==> config.mk <==
export PLATFORM = sky130hd
export DESIGN_NAME = puf_ctrl_flat
export DESIGN_NICKNAME = d
export VERILOG_FILES = /design/src/rtl/puf_ctrl_if.sv /design/src/rtl/puf_ctrl.sv /design/src/flat_wrapper.sv
export SDC_FILE = /design/constraint.sdc
export NUM_CORES = 1
export LEC_CHECK = 0
export ABC_AREA = 1
export CORE_MARGIN = 2
export CORE_UTILIZATION = 45
export CTS_BUF_LIST = sky130_fd_sc_hd__clkbuf_8
export DETAILED_ROUTE_END_ITERATION = 6
export GPL_ROUTABILITY_DRIVEN = 0
export PLACE_DENSITY = 0.71
export SETUP_SLACK_MARGIN = 0.4
export SLEW_MARGIN = 20
export SYNTH_ARGS = -nofsm -noshare
export SYNTH_HDL_FRONTEND = slang
export SYNTH_SLANG_ARGS = --single-unit
==> constraint.sdc <==
create_clock -name iclk -period 1.6 [get_ports iclk]
set_input_delay 0.32 -clock iclk [delete_from_list [all_inputs] [get_ports iclk]]
set_output_delay 0.32 -clock iclk [all_outputs]
set_load 0.05 [all_outputs]
==> src/rtl/puf_ctrl_if.sv <==
// rtl/puf_ctrl_if.sv - host/arbiter-facing signal bundle for the PUF measurement sequencer
interface puf_ctrl_if #(
  parameter int C_LENGTH = 3,
  parameter int C_CNT_W  = 3
);
  logic                    istart;
  logic [2*C_LENGTH-1:0]   ichallenge;
  logic                    iarb;
  logic                    opulse;
  logic [2*C_LENGTH-1:0]   ochallenge;
  logic                    obusy;
  logic                    odone;
  logic                    oresp;
  logic                    ostable;
  logic [C_CNT_W-1:0]      oones;

  modport master (
    output istart, ichallenge, iarb,
    input  opulse, ochallenge, obusy, odone, oresp, ostable, oones
  );

  modport slave (
    input  istart, ichallenge, iarb,
    output opulse, ochallenge, obusy, odone, oresp, ostable, oones
  );
endinterface

==> src/rtl/puf_ctrl.sv <==
// rtl/puf_ctrl.sv - arbiter-PUF measurement sequencer with majority vote
module puf_ctrl #(
  parameter int C_LENGTH = 3,
  parameter int C_SETTLE = 4,
  parameter int C_WAIT   = 8,
  parameter int C_REPS   = 7,
  parameter int C_CNT_W  = $clog2(C_REPS + 1)
) (
  input logic        iclk,
  input logic        irst_n,
  puf_ctrl_if.slave  bus
);

  typedef enum logic [2:0] {
    S_IDLE, S_LOAD, S_SETTLE, S_HOLD, S_SAMPLE, S_DONE
  } state_t;

  localparam int T_MAX = (C_SETTLE > C_WAIT) ? C_SETTLE : C_WAIT;
  localparam int T_W   = $clog2(T_MAX + 1);
  localparam logic [T_W-1:0]     T_SETTLE = T_W'(C_SETTLE - 1);
  localparam logic [T_W-1:0]     T_WAIT   = T_W'(C_WAIT - 1);
  localparam logic [C_CNT_W-1:0] REPS     = C_CNT_W'(C_REPS);
  localparam logic [C_CNT_W-1:0] HALF     = C_CNT_W'(C_REPS / 2);

  state_t                state, state_d;
  logic [T_W-1:0]        tmr, tmr_d;
  logic [C_CNT_W-1:0]    rep_cnt, rep_d, ones_cnt, ones_d;
  logic [C_CNT_W-1:0]    ones_inc, rep_inc;
  logic                  arb_s1, arb_s2;
  logic                  chal_load, res_load, pulse, done;
  logic [2*C_LENGTH-1:0] chal_q;
  logic                  resp_q, stable_q;
  logic [C_CNT_W-1:0]    ones_q;

  assign ones_inc = ones_cnt + C_CNT_W'(arb_s2);
  assign rep_inc  = rep_cnt + C_CNT_W'(1);

  always_comb begin
    state_d   = state;
    tmr_d     = tmr;
    rep_d     = rep_cnt;
    ones_d    = ones_cnt;
    chal_load = 1'b0;
    res_load  = 1'b0;
    pulse     = 1'b0;
    done      = 1'b0;
    case (state)
      S_IDLE: begin
        if (bus.istart) begin
          chal_load = 1'b1;
          rep_d     = '0;
          ones_d    = '0;
          state_d   = S_LOAD;
        end
      end
      S_LOAD: begin
        tmr_d   = T_SETTLE;
        state_d = S_SETTLE;
      end
      S_SETTLE: begin
        if (tmr == '0) begin
          tmr_d   = T_WAIT;
          state_d = S_HOLD;
        end else begin
          tmr_d = tmr - T_W'(1);
        end
      end
      S_HOLD: begin
        pulse = 1'b1;
        if (tmr == '0) state_d = S_SAMPLE;
        else           tmr_d   = tmr - T_W'(1);
      end
      S_SAMPLE: begin
        pulse  = 1'b1;
        ones_d = ones_inc;
        rep_d  = rep_inc;
        // Results are captured on the edge into DONE so they are valid alongside odone.
        if (rep_inc == REPS) begin
          res_load = 1'b1;
          state_d  = S_DONE;
        end else begin
          tmr_d   = T_SETTLE;
          state_d = S_SETTLE;
        end
      end
      S_DONE: begin
        done    = 1'b1;
        state_d = S_IDLE;
      end
      default: state_d = S_IDLE;
    endcase
  end

  always_ff @(posedge iclk) begin
    if (!irst_n) begin
      state    <= S_IDLE;
      tmr      <= '0;
      rep_cnt  <= '0;
      ones_cnt <= '0;
      arb_s1   <= 1'b0;
      arb_s2   <= 1'b0;
      chal_q   <= '0;
      resp_q   <= 1'b0;
      stable_q <= 1'b0;
      ones_q   <= '0;
    end else begin
      state    <= state_d;
      tmr      <= tmr_d;
      rep_cnt  <= rep_d;
      ones_cnt <= ones_d;
      arb_s1   <= bus.iarb;
      arb_s2   <= arb_s1;
      if (chal_load) chal_q <= bus.ichallenge;
      if (res_load) begin
        ones_q   <= ones_inc;
        resp_q   <= (ones_inc > HALF);
        stable_q <= (ones_inc == '0) || (ones_inc == REPS);
      end
    end
  end

  assign bus.opulse     = pulse;
  assign bus.ochallenge = chal_q;
  assign bus.obusy      = (state != S_IDLE);
  assign bus.odone      = done;
  assign bus.oresp      = resp_q;
  assign bus.ostable    = stable_q;
  assign bus.oones      = ones_q;

endmodule

==> src/flat_wrapper.sv <==
// flat-port wrapper written by rule: the top's interface ports become plain ports
module puf_ctrl_flat 
#(
  parameter int C_LENGTH = 3,
  parameter int C_SETTLE = 4,
  parameter int C_WAIT   = 8,
  parameter int C_REPS   = 7,
  parameter int C_CNT_W  = $clog2(C_REPS + 1)
)
  (iclk, irst_n, bus_istart, bus_ichallenge, bus_iarb, bus_opulse, bus_ochallenge, bus_obusy, bus_odone, bus_oresp, bus_ostable, bus_oones);
  puf_ctrl_if #(.C_LENGTH(C_LENGTH), .C_CNT_W(C_CNT_W)) bus_i ();
  input logic iclk;
  input logic irst_n;
  input wire logic [$bits(bus_i.istart)-1:0] bus_istart;
  input wire logic [$bits(bus_i.ichallenge)-1:0] bus_ichallenge;
  input wire logic [$bits(bus_i.iarb)-1:0] bus_iarb;
  output wire logic [$bits(bus_i.opulse)-1:0] bus_opulse;
  output wire logic [$bits(bus_i.ochallenge)-1:0] bus_ochallenge;
  output wire logic [$bits(bus_i.obusy)-1:0] bus_obusy;
  output wire logic [$bits(bus_i.odone)-1:0] bus_odone;
  output wire logic [$bits(bus_i.oresp)-1:0] bus_oresp;
  output wire logic [$bits(bus_i.ostable)-1:0] bus_ostable;
  output wire logic [$bits(bus_i.oones)-1:0] bus_oones;
  assign bus_i.istart = bus_istart;
  assign bus_i.ichallenge = bus_ichallenge;
  assign bus_i.iarb = bus_iarb;
  assign bus_opulse = bus_i.opulse;
  assign bus_ochallenge = bus_i.ochallenge;
  assign bus_obusy = bus_i.obusy;
  assign bus_odone = bus_i.odone;
  assign bus_oresp = bus_i.oresp;
  assign bus_ostable = bus_i.ostable;
  assign bus_oones = bus_i.oones;
  puf_ctrl #(.C_LENGTH(C_LENGTH), .C_SETTLE(C_SETTLE), .C_WAIT(C_WAIT), .C_REPS(C_REPS), .C_CNT_W(C_CNT_W)) u_core (.iclk(iclk), .irst_n(irst_n), .bus(bus_i));
endmodule
==> results of run 1 <==
## kinds of logic (layout without fill, tap and decap cells)
| group | Yosys count | in the layout | synth area share, % |
|---|---|---|---|
| flip-flops | 26 | 26 | 43.0 |
| buffers and inverters | 24 | 67 | 7.45 |
| XOR/XNOR | 2 | 2 | 1.45 |
| AO/OA/AOI/OAI | 28 | 28 | 12.3 |
| AND/OR/NAND/NOR | 77 | 77 | 30.6 |
| adder cells (fa/ha/maj) | 5 | 5 | 5.17 |
## area by class of cell
class	count	area [sq um]
multi-input combinational	112	848
clock buffer	3	41.3
fill	174	531
clock inverter	1	30.0
tap	30	37.5
sequential	26	538
timing repair buffer	41	399
inverter	22	97.6
## where the power goes
group	leakage [nW]	switching, W	internal [W]	total [W]
clock	0.0357	0.000200	0.000334	0.000534
sequential	0.217	0.0000873	0.000742	0.000829
combinational	0.593	0.000770	0.000516	0.00129
## worst max-delay path, cell delays in order, from the launching register on
cell     delay, ns
dfxtp_4       0.39
buf_4         0.13
nand3_4       0.11
nand2_4       0.10
buf_12        0.13
## metrics by stage
stage                     hold slack (ns)  utilization [%]  instance area [sq um]  total power [W]  setup slack [ns]
final                               0.414             79.0                   1990          0.00265             0.156
after CTS                           0.420             66.6                   1680          0.00234             0.142
after floorplan                     0.390                -                   1260          0.00145             0.401
after global routing                0.451             79.0                   1990          0.00278             0.112
after detailed placement            0.398             60.9                   1540          0.00172             0.108
after global placement              0.401             60.9                   1540          0.00169             0.136
## Yosys cell counts (2+ instances only)
cell / instances
a21oi_1: 14
clkbuf_1: 2
dfxtp_1: 26
ha_1: 5
inv_1: 17
inv_2: 5
nand2_1: 36
nand3_1: 8
nor2_1: 19
nor2_2: 3
nor2_4: 2
nor3_1: 2
o21ai_0: 7
o21ai_1: 4
xor2_1: 2
## layer usage
| layer | up-vias | GRT usage (%) |
|---|---|---|
| met3 | 4 | 2.33 |
| met5 | - | 0 |
| li1 | 602 | - |
| met1 | 554 | 25.0 |
| met4 | 0 | 7.48 |
| met2 | 32 | 27.9 |
## worst min-delay path by stage
stage                                          end  slack (ns)
after floorplan           u_core.arb_s2$_SDFF_PN0_        0.39
after global placement    u_core.arb_s2$_SDFF_PN0_        0.40
after detailed placement  u_core.arb_s2$_SDFF_PN0_        0.40
after CTS                 u_core.arb_s2$_SDFF_PN0_        0.42
after global routing      u_core.arb_s2$_SDFF_PN0_        0.45
final                     u_core.arb_s2$_SDFF_PN0_        0.41
## registers in the layout, indices dropped and copies added, names as in the netlist
name / count
u_core.bus.oones: 3
u_core.rep_cnt: 3
u_core.bus.ostable: 1
u_core.ones_cnt: 3
u_core.arb_s1: 1
u_core.bus.oresp: 1
u_core.tmr: 4
u_core.bus.ochallenge: 6
u_core.arb_s2: 1
u_core.state: 3
## repair_timing
action / in CTS / in global routing
pin swaps: 5 / 18
setup buffers: 5 / 12
cloned: 0 / 0
resized for setup: 11 / 61
endpoints found under the setup margin: 22 / 27
==> impl_metrics.py, run 1 <==
metrics = {
    "synthesis": {
        "synth_top_area_share_pct": 43.0,
        "yosysSeqAreaShare_pct": 43.0,
        "netlist_instances": 162,
        "synth.largest_area_cell": "dfxtp_1",
        "synth_edf_count": 0,
        "syn_avg_cell_area_sq_um": 7.47,
        "async_flop_share_pct": 0,
        "syn_nets": 177,
        "yosys_register_bits": 26,
        "syn_area_sq_um": 1210,
        "ys_warn_count": 0,
        "ys_top_cells_by_area": "dfxtp_1, nand2_1, nor2_1",
        "yosysUniqueCellTypes": 25,
        "ys.flop_type": "dfxtp_1",
    },
    "cts": {
        "numCtsBuffers": 3,
        "htree_levels": 1,
        "holdBufCountCts": 0,
        "root_buffer": "clkbuf_8",
        "clock-sinks": 26,
        "cts.clk_slew.worst_paths_ns": 0.09,
        "clk_latency_ns": 0.27,
        "clockBufferDepth": 2,
        "cts_tree": "done",
    },
    "drt": {
        "wl_met2_mm": 1.79,
        "dr_wl_met3_microns": 131,
        "wl_met1_mm": 1.50,
        "drt_pass1_iterations": 4,
        "drt_iter0_markers": 20,
        "top_layer_used": "met4",
        "ant_nets": 0,
        "vias_per_cell": 5.07,
        "wl_per_cell_microns": 14.7,
        "drt_wl_total_mm": 3.46,
        "num_vias": 1192,
        "drc": 0,
    },
    "floorplan": {
        "rows": 18,
        "fp.dieH_microns": 55.9,
        "fp.dieW_microns": 55.9,
        "io-pin-count": 24,
        "initial_core_util_pct": 48.0,
        "core_sq_um": 2520,
        "die-area_sq_um": 3120,
    },
    "timing": {
        "maxSlewHeadroom_pct": 57.3,
        "fin_worst_skew_ns": 0.00495,
        "setup-violations-final": 0,
        "maxSlewViolCount": 0,
        "max_freq_mhz": 693,
        "min_period_ns": 1.44,
        "rsz0062_at_grt": "true",
        "setup_tns_ns": 0,
        "finalCritPeriodShare_pct": 90.2,
        "finalHoldViolations": 0,
        "worst_pin_slew_ns": 0.639,
    },
    "placed_design": {
        "portBuffers": 23,
        "dp_cells": 214,
        "dp_hpwl_mm": 1.86,
    },
    "power": {
        "leakagePower_nw": 0.845,
        "ir_worst_vdd_mv": 1.17,
        "powerDensity_nw_per_um2": 1330,
    },
    "setup_path": {
        "startpoint_type": "register",
        "regToRegSetupSlack_ns": 0.21,
        "reg2reg_to": "u_core.tmr[2]$_SDFFE_PN0P_",
        "rr_worst_depth": 8,
        "cp-end-kind": "primary output",
        "cp-endpoint": "bus_opulse",
        "worstPathArrival_ns": 1.12,
        "worstPathRequired_ns": 1.28,
        "crit_start": "u_core.state[1]$_SDFFE_PN0P_",
        "rr_startpoint": "u_core.state[1]$_SDFFE_PN0P_",
        "crit_type": "reg -> out",
        "path_max_fanout": 5,
    },
    "grt": {
        "grt_pass1_vias": 1061,
        "gr-total-overflow": 0,
        "antenna_found_initial": 0,
        "grt_max_degree": 16,
        "grt_first_pass_wirelength_mm": 4.56,
        "grt.total_usage_pct": 17.9,
    },
    "layout": {
        "final_cell_mix": "nand2_1, buf_4, nor2_1",
        "diodes": 0,
        "stdcell_count": 235,
        "num-nets-final": 221,
        "drive_above_1_share_pct": 50.7,
        "final_common_cell": "nand2_1",
        "area_growth_pct": 64.6,
    },
    "hold_path": {
        "min_path_cells": 2,
        "hold_start": "u_core.arb_s1$_SDFF_PN0_",
        "hold_class": "reg -> reg",
    },
    "status": {
        "status": "finished, final reports clean",
    },
    "flow_run": {
        "drv_cap": 0,
    },
}
No activity file was read; power rests on OpenSTA's default activity.
==> inputs of run 2 (changes only) <==
- HOLD_SLACK_MARGIN: not set -> 0.15
==> results of run 2 <==
Same layout as run 1: the final DEF is identical, and so are final timing and power.
==> inputs of run 3 (changes only) <==
- CORE_UTILIZATION: 45 -> 23
- PLACE_DENSITY: 0.71 -> not set
==> impl_metrics.py, run 3 (same netlist as run 1, synthesis figures left out) <==
metrics = {
    "placed_design": {
        "dp_cells": 257,
        "portBuffers": 23,
        "placed_area_sq_um": 1610,
        "dp_hpwl_mm": 1.93,
    },
    "timing": {
        "worst_pin_slew_ns": 0.224,
        "min_period_ns": 1.48,
        "maxSlewHeadroom_pct": 85.0,
        "setup_tns_ns": 0,
        "max_freq_mhz": 675,
        "worst_hold_slack_ns": 0.419,
        "setup-violations-final": 0,
        "rsz0062_at_grt": "true",
        "finalHoldViolations": 0,
        "maxSlewViolCount": 0,
        "finalCritPeriodShare_pct": 92.6,
        "fin_worst_skew_ns": 0.00201,
    },
    "setup_path": {
        "slowest_delay_ns": 0.37,
        "crit_top_cell": "buf_12",
        "worstPathRequired_ns": 1.28,
        "startpoint_type": "register",
        "critPathBufInv": 2,
        "crit_type": "reg -> out",
        "cp-end-kind": "primary output",
        "path_max_fanout": 4,
        "slowest_stage": "dfxtp_4",
        "rr_startpoint": "u_core.state[0]$_SDFFE_PN0P_",
        "worstPathArrival_ns": 1.16,
        "crit_start": "u_core.state[0]$_SDFFE_PN0P_",
        "crit_family": "flip-flops",
        "cp_cell_sequence": "buf_12 -> nor2_4 -> nand2_4 -> buf_12",
    },
    "drt": {
        "wl_met2_mm": 1.18,
        "vias_per_cell": 4.11,
        "drc": 0,
        "drt_wl_total_mm": 2.76,
        "num_vias": 1109,
        "wl_per_cell_microns": 10.2,
        "dr_wl_met3_microns": 128,
        "top_layer_used": "met4",
        "drt_iter0_markers": 34,
        "drt_pass1_iterations": 4,
        "ant_nets": 0,
        "wl_met1_mm": 1.42,
    },
    "hold_path": {
        "hold_class": "reg -> reg",
        "hold_start": "u_core.arb_s1$_SDFF_PN0_",
    },
    "power": {
        "switching_share_pct": 40.4,
        "leakagePower_nw": 0.785,
        "p_comb_share_pct": 48.4,
        "total_power_w": 0.00228,
        "powerDensity_nw_per_um2": 1240,
        "power_frac_clock_pct": 15.9,
        "p_switching_w": 0.000922,
        "power_frac_seq_pct": 35.6,
        "power.internal_w": 0.00136,
        "ir_worst_vdd_mv": 0.637,
    },
    "cts": {
        "clock-sinks": 26,
        "numCtsBuffers": 3,
        "holdBufCountCts": 0,
        "clockBufferDepth": 2,
        "root_buffer": "clkbuf_8",
        "htree_levels": 1,
        "cts.clk_slew.worst_paths_ns": 0.09,
        "cts_tree": "done",
        "clk_latency_ns": 0.26,
    },
    "floorplan": {
        "core_sq_um": 5110,
        "die-area_sq_um": 5860,
        "rows": 26,
        "io-pin-count": 24,
        "initial_core_util_pct": 23.7,
        "fp.dieH_microns": 76.5,
        "fp.dieW_microns": 76.5,
    },
    "layout": {
        "final_common_cell": "nand2_1",
        "drive_above_1_share_pct": 35.5,
        "stdcell_count": 270,
        "final_area_sq_um": 1850,
        "final_cell_mix": "nand2_1, dfxtp_1, buf_4",
        "area_growth_pct": 52.6,
        "largest_reg_flops": 6,
        "diodes": 0,
        "num-nets-final": 217,
        "nFillCells": 559,
    },
    "grt": {
        "grt_max_degree": 14,
        "grt_first_pass_wirelength_mm": 4.75,
        "antenna_found_initial": 0,
        "grt_pass1_vias": 1057,
        "grt.total_usage_pct": 9.70,
        "gr-total-overflow": 0,
    },
    "flow_run": {
        "drv_cap": 0,
    },
    "status": {
        "status": "finished, final reports clean",
    },
}
[run 3: cell count changes in the layout (fill, tap and decap cells not counted), sizes merged]
cell	previous run	this run
buf	32	28
bufinv	1	0
[run 3: power groups by stage]
stage / clock (W) / combinational (W) / sequential, W
after global routing: 0.000400 / 0.00121 / 0.000825
after floorplan: 0 / 0.000524 / 0.000929
after global placement: 0 / 0.000895 / 0.000828
after CTS: 0.000378 / 0.00105 / 0.000812
final: 0.000364 / 0.00111 / 0.000813
after detailed placement: 0 / 0.000901 / 0.000825
[run 3: layout make-up]
class / count / area (sq um) / share of cell area [%]
Multi-Input combinational cell: 112 / 713 / 38.6
Sequential cell: 26 / 532 / 28.8
Timing Repair Buffer: 37 / 378 / 20.5
Inverter: 22 / 95.1 / 5.15
Tap cell: 70 / 87.6 / 4.74
Clock buffer: 3 / 41.3 / 2.24
[run 3: final timing paths]
check / cells after the start / slack (ns) / to
max reg2reg: 8 / 0.15 / u_core.bus.ochallenge[3]$_SDFFE_PN0P_
max: 4 / 0.12 / bus_obusy
min reg2reg: 2 / 0.42 / u_core.arb_s2$_SDFF_PN0_
min: 2 / 0.42 / u_core.arb_s2$_SDFF_PN0_
[run 3: tightest hold or removal path, cell delays in order, from the launching register on]
cell and delay [ns]:
dfxtp_1 0.31, nand2_1 0.05, inv_1 0.04
[run 3: layer usage]
metal / GRT usage [%] / vias up
li1: - / 591
met1: 13.1 / 495
met2: 15.1 / 21
met3: 2.01 / 2
met4: 3.82 / 0
met5: 0 / -
[run 3: per-stage QoR]
stage                     utilization (%)  setup slack (ns)
after detailed placement             31.5             0.166
after CTS                            34.3             0.137
after global placement               31.5             0.184
final                                36.2             0.118
after global routing                 36.2            0.0699
after floorplan                         -             0.401
[run 3: timing repair]
action	in CTS	in global routing
gates resized for setup	9	23
setup endpoints to repair	15	27
setup buffers	8	2
gates cloned	0	0
pin swaps	4	9
